[src/rtl/myproject_mac_pkg.sv]
// myproject_mac_pkg: shared constants, types and helpers for the pipelined
// signed multiply-accumulate unit (myproject_mac_pipe).
//   - default widths / pipeline depth
//   - prod_width(): full-precision signed product width
//   - sext(): sign-extend an arbitrary-width value held in 64 bits
//   - sat_add(): saturating signed add, used when MYPROJECT_MAC_SAT_EN is defined
//   - side_t: sideband flags travelling with each sample
// Helpers work on 64-bit containers, so ACC_WIDTH is limited to 62 bits.
package myproject_mac_pkg;

  localparam int DEF_DIN0_WIDTH = 16;
  localparam int DEF_DIN1_WIDTH = 7;
  localparam int DEF_ACC_WIDTH  = 32;
  localparam int DEF_NUM_STAGE  = 2;

  typedef struct packed {
    logic vld;
    logic clr;
    logic last;
  } side_t;

  typedef struct packed {
    logic signed [63:0] sum;
    logic               ovf;
  } sat_res_t;

  function automatic int prod_width(input int w0, input int w1);
    return w0 + w1;
  endfunction

  // Treat the low w bits of x as a signed number and extend it to 64 bits.
  function automatic logic signed [63:0] sext(input logic [63:0] x, input int w);
    return $signed(x << (64 - w)) >>> (64 - w);
  endfunction

  // Operands are already within the w-bit signed range, so the 64-bit sum
  // cannot wrap and a plain range compare detects the clamp.
  function automatic sat_res_t sat_add(input logic signed [63:0] a,
                                       input logic signed [63:0] b,
                                       input int w);
    sat_res_t           r;
    logic signed [63:0] s, hi, lo;
    s  = a + b;
    hi = (64'sd1 <<< (w - 1)) - 64'sd1;
    lo = -hi - 64'sd1;
    r.sum = s;
    r.ovf = 1'b0;
    if (s > hi) begin
      r.sum = hi;
      r.ovf = 1'b1;
    end else if (s < lo) begin
      r.sum = lo;
      r.ovf = 1'b1;
    end
    return r;
  endfunction

endpackage

[src/rtl/myproject_mac_mul_pipe.sv]
// myproject_mac_mul_pipe: NUM_STAGE-deep signed multiplier. The product is
// formed into the first register and then shifted through the remaining
// stages together with the {vld, clr, last} sideband.
// Ports:
//   clk, rst   clock, synchronous active-high reset (clears sideband only)
//   ce         clock enable, 0 freezes every stage
//   a, b       signed operands (DIN0_WIDTH / DIN1_WIDTH)
//   side_in    sideband for the sample on a/b
//   prod       full-precision product after NUM_STAGE registers
//   side_out   sideband aligned with prod
module myproject_mac_mul_pipe
  import myproject_mac_pkg::*;
#(
  parameter int DIN0_WIDTH = DEF_DIN0_WIDTH,
  parameter int DIN1_WIDTH = DEF_DIN1_WIDTH,
  parameter int NUM_STAGE  = DEF_NUM_STAGE,
  parameter int PW         = prod_width(DIN0_WIDTH, DIN1_WIDTH)
) (
  input  logic                  clk,
  input  logic                  rst,
  input  logic                  ce,
  input  logic [DIN0_WIDTH-1:0] a,
  input  logic [DIN1_WIDTH-1:0] b,
  input  side_t                 side_in,
  output logic [PW-1:0]         prod,
  output side_t                 side_out
);

  logic [PW-1:0] prod_r [1:NUM_STAGE];
  side_t         side_r [1:NUM_STAGE];

  always_ff @(posedge clk) begin
    if (rst) begin
      for (int i = 1; i <= NUM_STAGE; i++) side_r[i] <= '0;
    end else if (ce) begin
      side_r[1] <= side_in;
      for (int i = 2; i <= NUM_STAGE; i++) side_r[i] <= side_r[i-1];
    end
  end

  // Datapath registers need no reset: downstream only looks at them when
  // the matching vld bit is set.
  always_ff @(posedge clk) begin
    if (ce) begin
      prod_r[1] <= PW'($signed(a)) * PW'($signed(b));
      for (int i = 2; i <= NUM_STAGE; i++) prod_r[i] <= prod_r[i-1];
    end
  end

  assign prod     = prod_r[NUM_STAGE];
  assign side_out = side_r[NUM_STAGE];

endmodule

[src/rtl/myproject_mac_pipe.sv]
// myproject_mac_pipe: pipelined signed multiply-accumulate. din0*din1 goes
// through NUM_STAGE multiplier registers, then valid samples are summed into
// an ACC_WIDTH-bit accumulator framed by acc_clr / acc_last. A sample with
// last loads dout and pulses dout_vld for one enabled cycle.
// Optional build macro: MYPROJECT_MAC_SAT_EN -- saturating accumulate and a
// sticky sat_ovf flag per sum; otherwise wrap arithmetic and sat_ovf = 0.
// Ports:
//   ap_clk, ap_rst   clock, synchronous active-high reset (overrides ce)
//   ce               clock enable for all state
//   din0, din1       signed operands
//   din_vld          sample valid; qualifies acc_clr / acc_last
//   acc_clr          sample starts a new sum
//   acc_last         sample ends the current sum
//   dout             last completed sum (held)
//   dout_vld         one-cycle pulse when dout is updated
//   sat_ovf          sticky clamp flag for the current sum
module myproject_mac_pipe
  import myproject_mac_pkg::*;
#(
  parameter int ID         = 1,
  parameter int DIN0_WIDTH = DEF_DIN0_WIDTH,
  parameter int DIN1_WIDTH = DEF_DIN1_WIDTH,
  parameter int ACC_WIDTH  = DEF_ACC_WIDTH,
  parameter int NUM_STAGE  = DEF_NUM_STAGE
) (
  input  logic                  ap_clk,
  input  logic                  ap_rst,
  input  logic                  ce,
  input  logic [DIN0_WIDTH-1:0] din0,
  input  logic [DIN1_WIDTH-1:0] din1,
  input  logic                  din_vld,
  input  logic                  acc_clr,
  input  logic                  acc_last,
  output logic [ACC_WIDTH-1:0]  dout,
  output logic                  dout_vld,
  output logic                  sat_ovf
);

  localparam int PW = prod_width(DIN0_WIDTH, DIN1_WIDTH);

  // Elaboration-time guard on the configuration space the helpers support.
  if (ID < 0 || NUM_STAGE < 1 || NUM_STAGE > 4 ||
      ACC_WIDTH < PW || ACC_WIDTH > 62) begin : g_bad_cfg
    $error("myproject_mac_pipe: unsupported parameter set");
  end

  side_t                       side_in, side_s;
  logic [PW-1:0]               prod;
  logic signed [ACC_WIDTH-1:0] acc, acc_nxt, dout_r;
  logic signed [63:0]          prod64, base64, sum64;
  logic [63-ACC_WIDTH:0]       unused_sum_hi;

  assign side_in = {din_vld, acc_clr, acc_last};

  myproject_mac_mul_pipe #(
    .DIN0_WIDTH (DIN0_WIDTH),
    .DIN1_WIDTH (DIN1_WIDTH),
    .NUM_STAGE  (NUM_STAGE),
    .PW         (PW)
  ) u_mul (
    .clk      (ap_clk),
    .rst      (ap_rst),
    .ce       (ce),
    .a        (din0),
    .b        (din1),
    .side_in  (side_in),
    .prod     (prod),
    .side_out (side_s)
  );

`ifdef MYPROJECT_MAC_SAT_EN
  sat_res_t sres;
  logic     ovf_nxt;
  logic     sat_r;
`endif

  // A clr sample restarts from zero, so the clr and add paths share one adder.
  always_comb begin
    prod64 = sext(64'(prod), PW);
    base64 = side_s.clr ? 64'sd0 : 64'(acc);
`ifdef MYPROJECT_MAC_SAT_EN
    sres    = sat_add(base64, prod64, ACC_WIDTH);
    sum64   = sres.sum;
    ovf_nxt = sres.ovf;
`else
    sum64   = base64 + prod64;
`endif
    acc_nxt = sum64[ACC_WIDTH-1:0];
  end

  // Upper bits only matter for the saturation compare; truncation is the wrap.
  assign unused_sum_hi = sum64[63:ACC_WIDTH];

  always_ff @(posedge ap_clk) begin
    if (ap_rst) begin
      acc      <= '0;
      dout_r   <= '0;
      dout_vld <= 1'b0;
    end else if (ce) begin
      dout_vld <= 1'b0;
      if (side_s.vld) begin
        acc <= acc_nxt;
        if (side_s.last) begin
          dout_r   <= acc_nxt;
          dout_vld <= 1'b1;
        end
      end
    end
  end

  assign dout = dout_r;

`ifdef MYPROJECT_MAC_SAT_EN
  // Sticky across the sum; a clr sample restarts it from that sample's add.
  always_ff @(posedge ap_clk) begin
    if (ap_rst) begin
      sat_r <= 1'b0;
    end else if (ce && side_s.vld) begin
      sat_r <= side_s.clr ? ovf_nxt : (sat_r | ovf_nxt);
    end
  end
  assign sat_ovf = sat_r;
`else
  assign sat_ovf = 1'b0;
`endif

endmodule

[config.mk]
export PLATFORM = sky130hd
export DESIGN_NAME = myproject_mac_pipe
export DESIGN_NICKNAME = d
export VERILOG_FILES = /design/src/rtl/myproject_mac_pkg.sv /design/src/rtl/myproject_mac_mul_pipe.sv /design/src/rtl/myproject_mac_pipe.sv
export SDC_FILE = /design/constraint.sdc
export NUM_CORES = 1
export LEC_CHECK = 0
export ABC_AREA = 1
export BUFFER_PORTS_ARGS = -buffer_cell sky130_fd_sc_hd__buf_2
export CAP_MARGIN = 20
export CORE_ASPECT_RATIO = 1.5
export CORE_UTILIZATION = 57
export DETAILED_ROUTE_END_ITERATION = 10
export GPL_ROUTABILITY_DRIVEN = 0
export GPL_TIMING_DRIVEN = 0
export PLACE_DENSITY = 0.78
export SLEW_MARGIN = 25
export SYNTH_ARGS = -nofsm -noshare
export SYNTH_HDL_FRONTEND = slang
export SYNTH_SLANG_ARGS = --single-unit
[constraint.sdc]
create_clock -name ap_clk -period 6.36 [get_ports ap_clk]
set_clock_uncertainty 0.1 [all_clocks]
set_input_delay 1.908 -clock ap_clk [delete_from_list [all_inputs] [get_ports ap_clk]]
set_output_delay 1.908 -clock ap_clk [all_outputs]
set_load 0.01 [all_outputs]
# Yosys cells after proc, flatten, opt, wreduce, memory -nomap -nowiden
# Memories as Yosys holds them, arrays and structs flattened.
# Cells that the tools add are included.
[word_totals]
ff_bits = 65
latchBits = 0
mem_bits_rw = 52
romBits = 0
in_bits = 29
out_inout_bits = 34
elab_cells = 22
mem_count = 2
[memory_table]
columns = ["name", "depth", "word_bits", "rd", "rd_clocked_by_memory_dff", "write_ports", "line_no", "text"]
rows = [
  ["u_mul.prod_r", 2, 23, 2, 0, 2, "myproject_mac_mul_pipe.sv:29", "logic [PW-1:0] prod_r [1:NUM_STAGE];"],
  ["u_mul.side_r", 2, 3, 2, 0, 2, "myproject_mac_mul_pipe.sv:30", "side_t side_r [1:NUM_STAGE];"],
]
[classes]
addsub = 1
multipliers = 1
n_div = 0
magnitude_cmp = 0
n_eq_ne = 0
shifts = 0
muxes = 11
bitwise_logic = 2
reduce_logical = 2
[ops]
columns = ["op", "count"]
rows = [
  ["32-bit by 23-bit adder with 32-bit output", 1],
  ["32-bit 2-to-1 mux", 1],
  ["16-bit by 7-bit multiplier with 23-bit output", 1],
  ["1-bit 2-to-1 mux", 8],
  ["3-bit 2-to-1 mux", 2],
  ["3-bit AND reduction", 1],
  ["1-bit bitwise OR", 2],
  ["2-bit AND reduction", 1],
]

# Depth between registers and ports, before layout
[depth]
word_depth = 4
mapped_depth = 21
depth_no_buf = 19

# Modules after synthesis
# Synthesis repeated with hierarchy kept, for this count alone.
[unflattened]
cells_unflattened = 1597
area_unflattened_um2 = 11172.0
[by_module_without_submodules]
columns = ["mod", "instances", "cells_each", "area_each_um2", "seq_area_each_um2"]
rows = [
  ["myproject_mac_mul_pipe", 1, 730, 6100.9, 1561.5],
  ["myproject_mac_pipe", 1, 867, 5071.1, 1301.2],
]

# Worst setup path before layout
# OpenSTA, ideal clock, no wires.
[synth_timing]
path_type = "in2reg"
startpoint = "input din1[5]"
endpoint = "memory u_mul.prod_r[1][15] in the netlist's numbering (data pin)"
setup_time_ps = 256
arrival_ps = 5875
t_required_ps = 6004
path_slack_ps = 129
cell_stages = 18
path_buffers = 2
path_cell_list = "clkbuf_1 clkbuf_1 nand2_1 fa_1 fa_1 inv_1 fa_1 inv_1 fa_1 inv_1 ha_1 a21oi_1 nand2_1 a21boi_2 o21bai_2 and2_1 o21bai_1 nand2_1"
[synth_rtl]
columns = ["item", "line_no", "text"]
rows = [
  ["start, declared", "myproject_mac_pipe.sv:30", "input logic [DIN1_WIDTH-1:0] din1,"],
  ["end, declared", "myproject_mac_mul_pipe.sv:29", ""],
]

==> reports/metrics.csv <==
metric,value,unit
"Slew Viols, Final",0,
combinational share of power,49.6,%
crit path kind,in -> reg,
synth warn,0,
"most used cell, CP",fa_1,
clk sinks,117,
critical path required time,6.43,ns
ys async rst share,0,%
GRT Resource Usage Total,29.5,%
dpl hpwl,22400,microns
CP peak stage delay,0.52,ns
"count leader, synth",inv_1,
WL/cell,14.2,microns
deepest clock path buffer count,2,
Buffers on Ports,55,
DP Worst Slack,-0.544,ns
Die Ht,173,microns
Mapped Nets,1766,
clock slew at reported path FFs,0.07,ns
Die Width,116,microns
Slew HR,50.4,%
post-layout util,64.5,%
sw power,1700,uW
final wirelength,27300,microns
Commonest cells post-synth,"inv_1 (428), nand2_1 (413), nor2_1 (101), fa_1 (85), ha_1 (77)",
hold_sp,u_mul.prod_r[1][6]$_DFFE_PP_,
Reg power frac,26.2,%
Starting Density,58.1,%
Achievable Freq,162,MHz
Core Rows,62,
Vias,9850,
initial antenna violation count,0,
mapped cell area,11100,sq um
Crit Path Max Fanout,10,
Power Density,324,nW/um^2
Residual DRC,0,
HP Class,reg -> reg,
CP Capture Type,flop,
cts hold-fix bufs,0,
Worst Tran Pin Value,0.743,ns
Synth area leaders,"fa_1 (15%), inv_1 (14%), edfxtp_1 (14%)",
R2R setup slack,3.24,ns
Pleak,0.00738,uW
Unique masters post-synth,39,
fin nets,1840,
CP max-delay cell,fa_1,
CP startpoint kind,input port,
drt pass-1 iters,5,
Root Buffer,clkbuf_16,
leading area contributor after synthesis,fa_1,
Post-synth EDFFs,52,
first-pass GRT wire length,45100,microns
Synth top area share,15.3,%
largest net degree at the start of global routing,50,
Post-synth top flop,dfxtp_1,
CTS tree,built,
final antenna-violating net count,0,
#FFs+latches synth,117,
# diodes,0,
Mapped Cells,1575,
final setup fails,0,
Internal Power,2300,uW
H-tree depth,4,
Period minus WS final,6.18,ns
MaxCap Viol Count,0,
switch share,42.5,%
sequential area share after synthesis,25.7,%
Die ar.,20100,sq um
outcome,"finished, final reports clean",
TNS Setup,0,ns
core box area,19200,sq um
layout cells sized above 1,9.33,%
reg2reg start,u_mul.side_r[2][1]$_SDFFCE_PN0P_,
Clk pwr share,24.2,%
Ports,63,
area grow syn2layout,10.9,%
Critical Path AT,6.25,ns
clk_lat worst skew,0.43,ns
Starting DRT DRC Count,572,
Hold Worst Slack,0.316,ns
Final Hold Viols,0,
CTS Buf Count,17,
vias in the first global route,9828,
grt ovf,0,
worst vdd ir,0.202,mV
Vias/cell,5.14,
crit path launch,din1[3],
period utilisation layout,97.1,%
fin worst setup slack,0.184,ns
unrepaired setup endpoints after global routing,false,
Syn Area/Cell,7.07,sq um
CP Cell Sequence,clkbuf_1 -> clkbuf_2 -> nand2_1 -> fa_1 -> fa_1 -> inv_1 -> fa_1 -> inv_1 -> fa_1 -> inv_1 -> ha_1 -> a21oi_1 -> nand2_1 -> a21boi_2 -> o21bai_2 -> and2_1 -> o21bai_1 -> nand2_1,
==> state kept, by name (all words and copies together), names as in the netlist <==
name and cells:
u_mul.prod_r 46, u_mul.side_r 6, acc 32, dout_vld 1, dout 32
==> power groups by stage <==
stage	logic, uW	registers [uW]	clock network (uW)
floorplan	1530	1050	0
CTS	1980	1050	982
global route	2270	1060	1010
detailed placement	1960	1060	0
finish	1990	1050	967
global placement	1910	1050	0
==> metal layers <==
metal	vias to the layer above	track usage [%]	part of all wire, %
li1	4846	-	-
met1	4556	28.6	35
met2	322	52.9	52
met3	126	4.45	4.1
met4	0	25.3	9.2
met5	-	0	0
==> final timing paths <==
kind                                   endpoint  cells after the start
hold reg to reg    u_mul.prod_r[2][6]$_DFFE_PP_                      0
setup reg to reg          dout[24]$_SDFFE_PP0P_                     15
hold / removal     u_mul.prod_r[2][6]$_DFFE_PP_                      0
setup / recovery  u_mul.prod_r[1][15]$_DFFE_PP_                     18
==> timing repair <==
action                                  CTS  global route
buffers inserted                          0             0
resized for setup                         3            15
endpoints found under the setup margin    4            12
==> placed cells by master (no fill, tap or decap), drive strengths merged, types with 2 or more instances in the layout <==
master / synthesis / final
buf: 9 / 63
fa: 85 / 85
xor2: 23 / 23
and2: 6 / 6
nand2: 429 / 429
edfxtp: 52 / 52
nand3: 79 / 79
nand4: 9 / 9
clkbuf: 26 / 47
nor2: 113 / 113
o21bai: 4 / 4
a21boi: 4 / 4
nor3: 7 / 7
xnor2: 11 / 11
a31oi: 2 / 2
ha: 77 / 77
inv: 436 / 442
a21o: 5 / 5
clkinv: 0 / 5
o21ai: 39 / 39
o21a: 16 / 16
dfxtp: 65 / 65
a21oi: 67 / 67
o211ai: 6 / 6
or2: 3 / 3
==> layout make-up <==
cell class | instances | area [sq um]
flip-flops and latches | 117 | 2860
fillers | 1757 | 6810
plain buffers | 35 | 163
well taps | 256 | 320
clock inverters | 12 | 103
multi-input cells | 987 | 6490
inverters | 436 | 1640
repair buffers | 55 | 278
clock buffers | 20 | 500
==> per-stage QoR <==
step | instances | total power [uW] | instance area, sq um
2_1_floorplan | 1575 | 2580 | 11100
4_1_cts | 1918 | 4010 | 12300
5_1_grt | 1918 | 4340 | 12400
3_3_place_gp | 1886 | 2960 | 11700
6_report | 1918 | 4000 | 12400
3_5_place_dp | 1886 | 3020 | 11700
==> logic make-up (layout without fill, tap and decap cells) <==
kind of cell | Yosys count | count (layout) | share of synthesized area, %
other cells | 1 | 1 | 0.0337
compound gates | 144 | 144 | 7.51
fa+ha+maj | 162 | 162 | 23.9
buf+inv | 471 | 558 | 16.0
simple gates | 646 | 646 | 24.1
flops | 117 | 117 | 25.7
xor+xnor | 34 | 34 | 2.67
==> critical path, delay by kind of cell <==
kind            cells  cell delay, ns
fa+ha+maj           5            2.32
buf+inv             5            0.83
compound gates      4            0.69
simple gates        4            0.50
No activity file was read; power rests on OpenSTA's default activity.
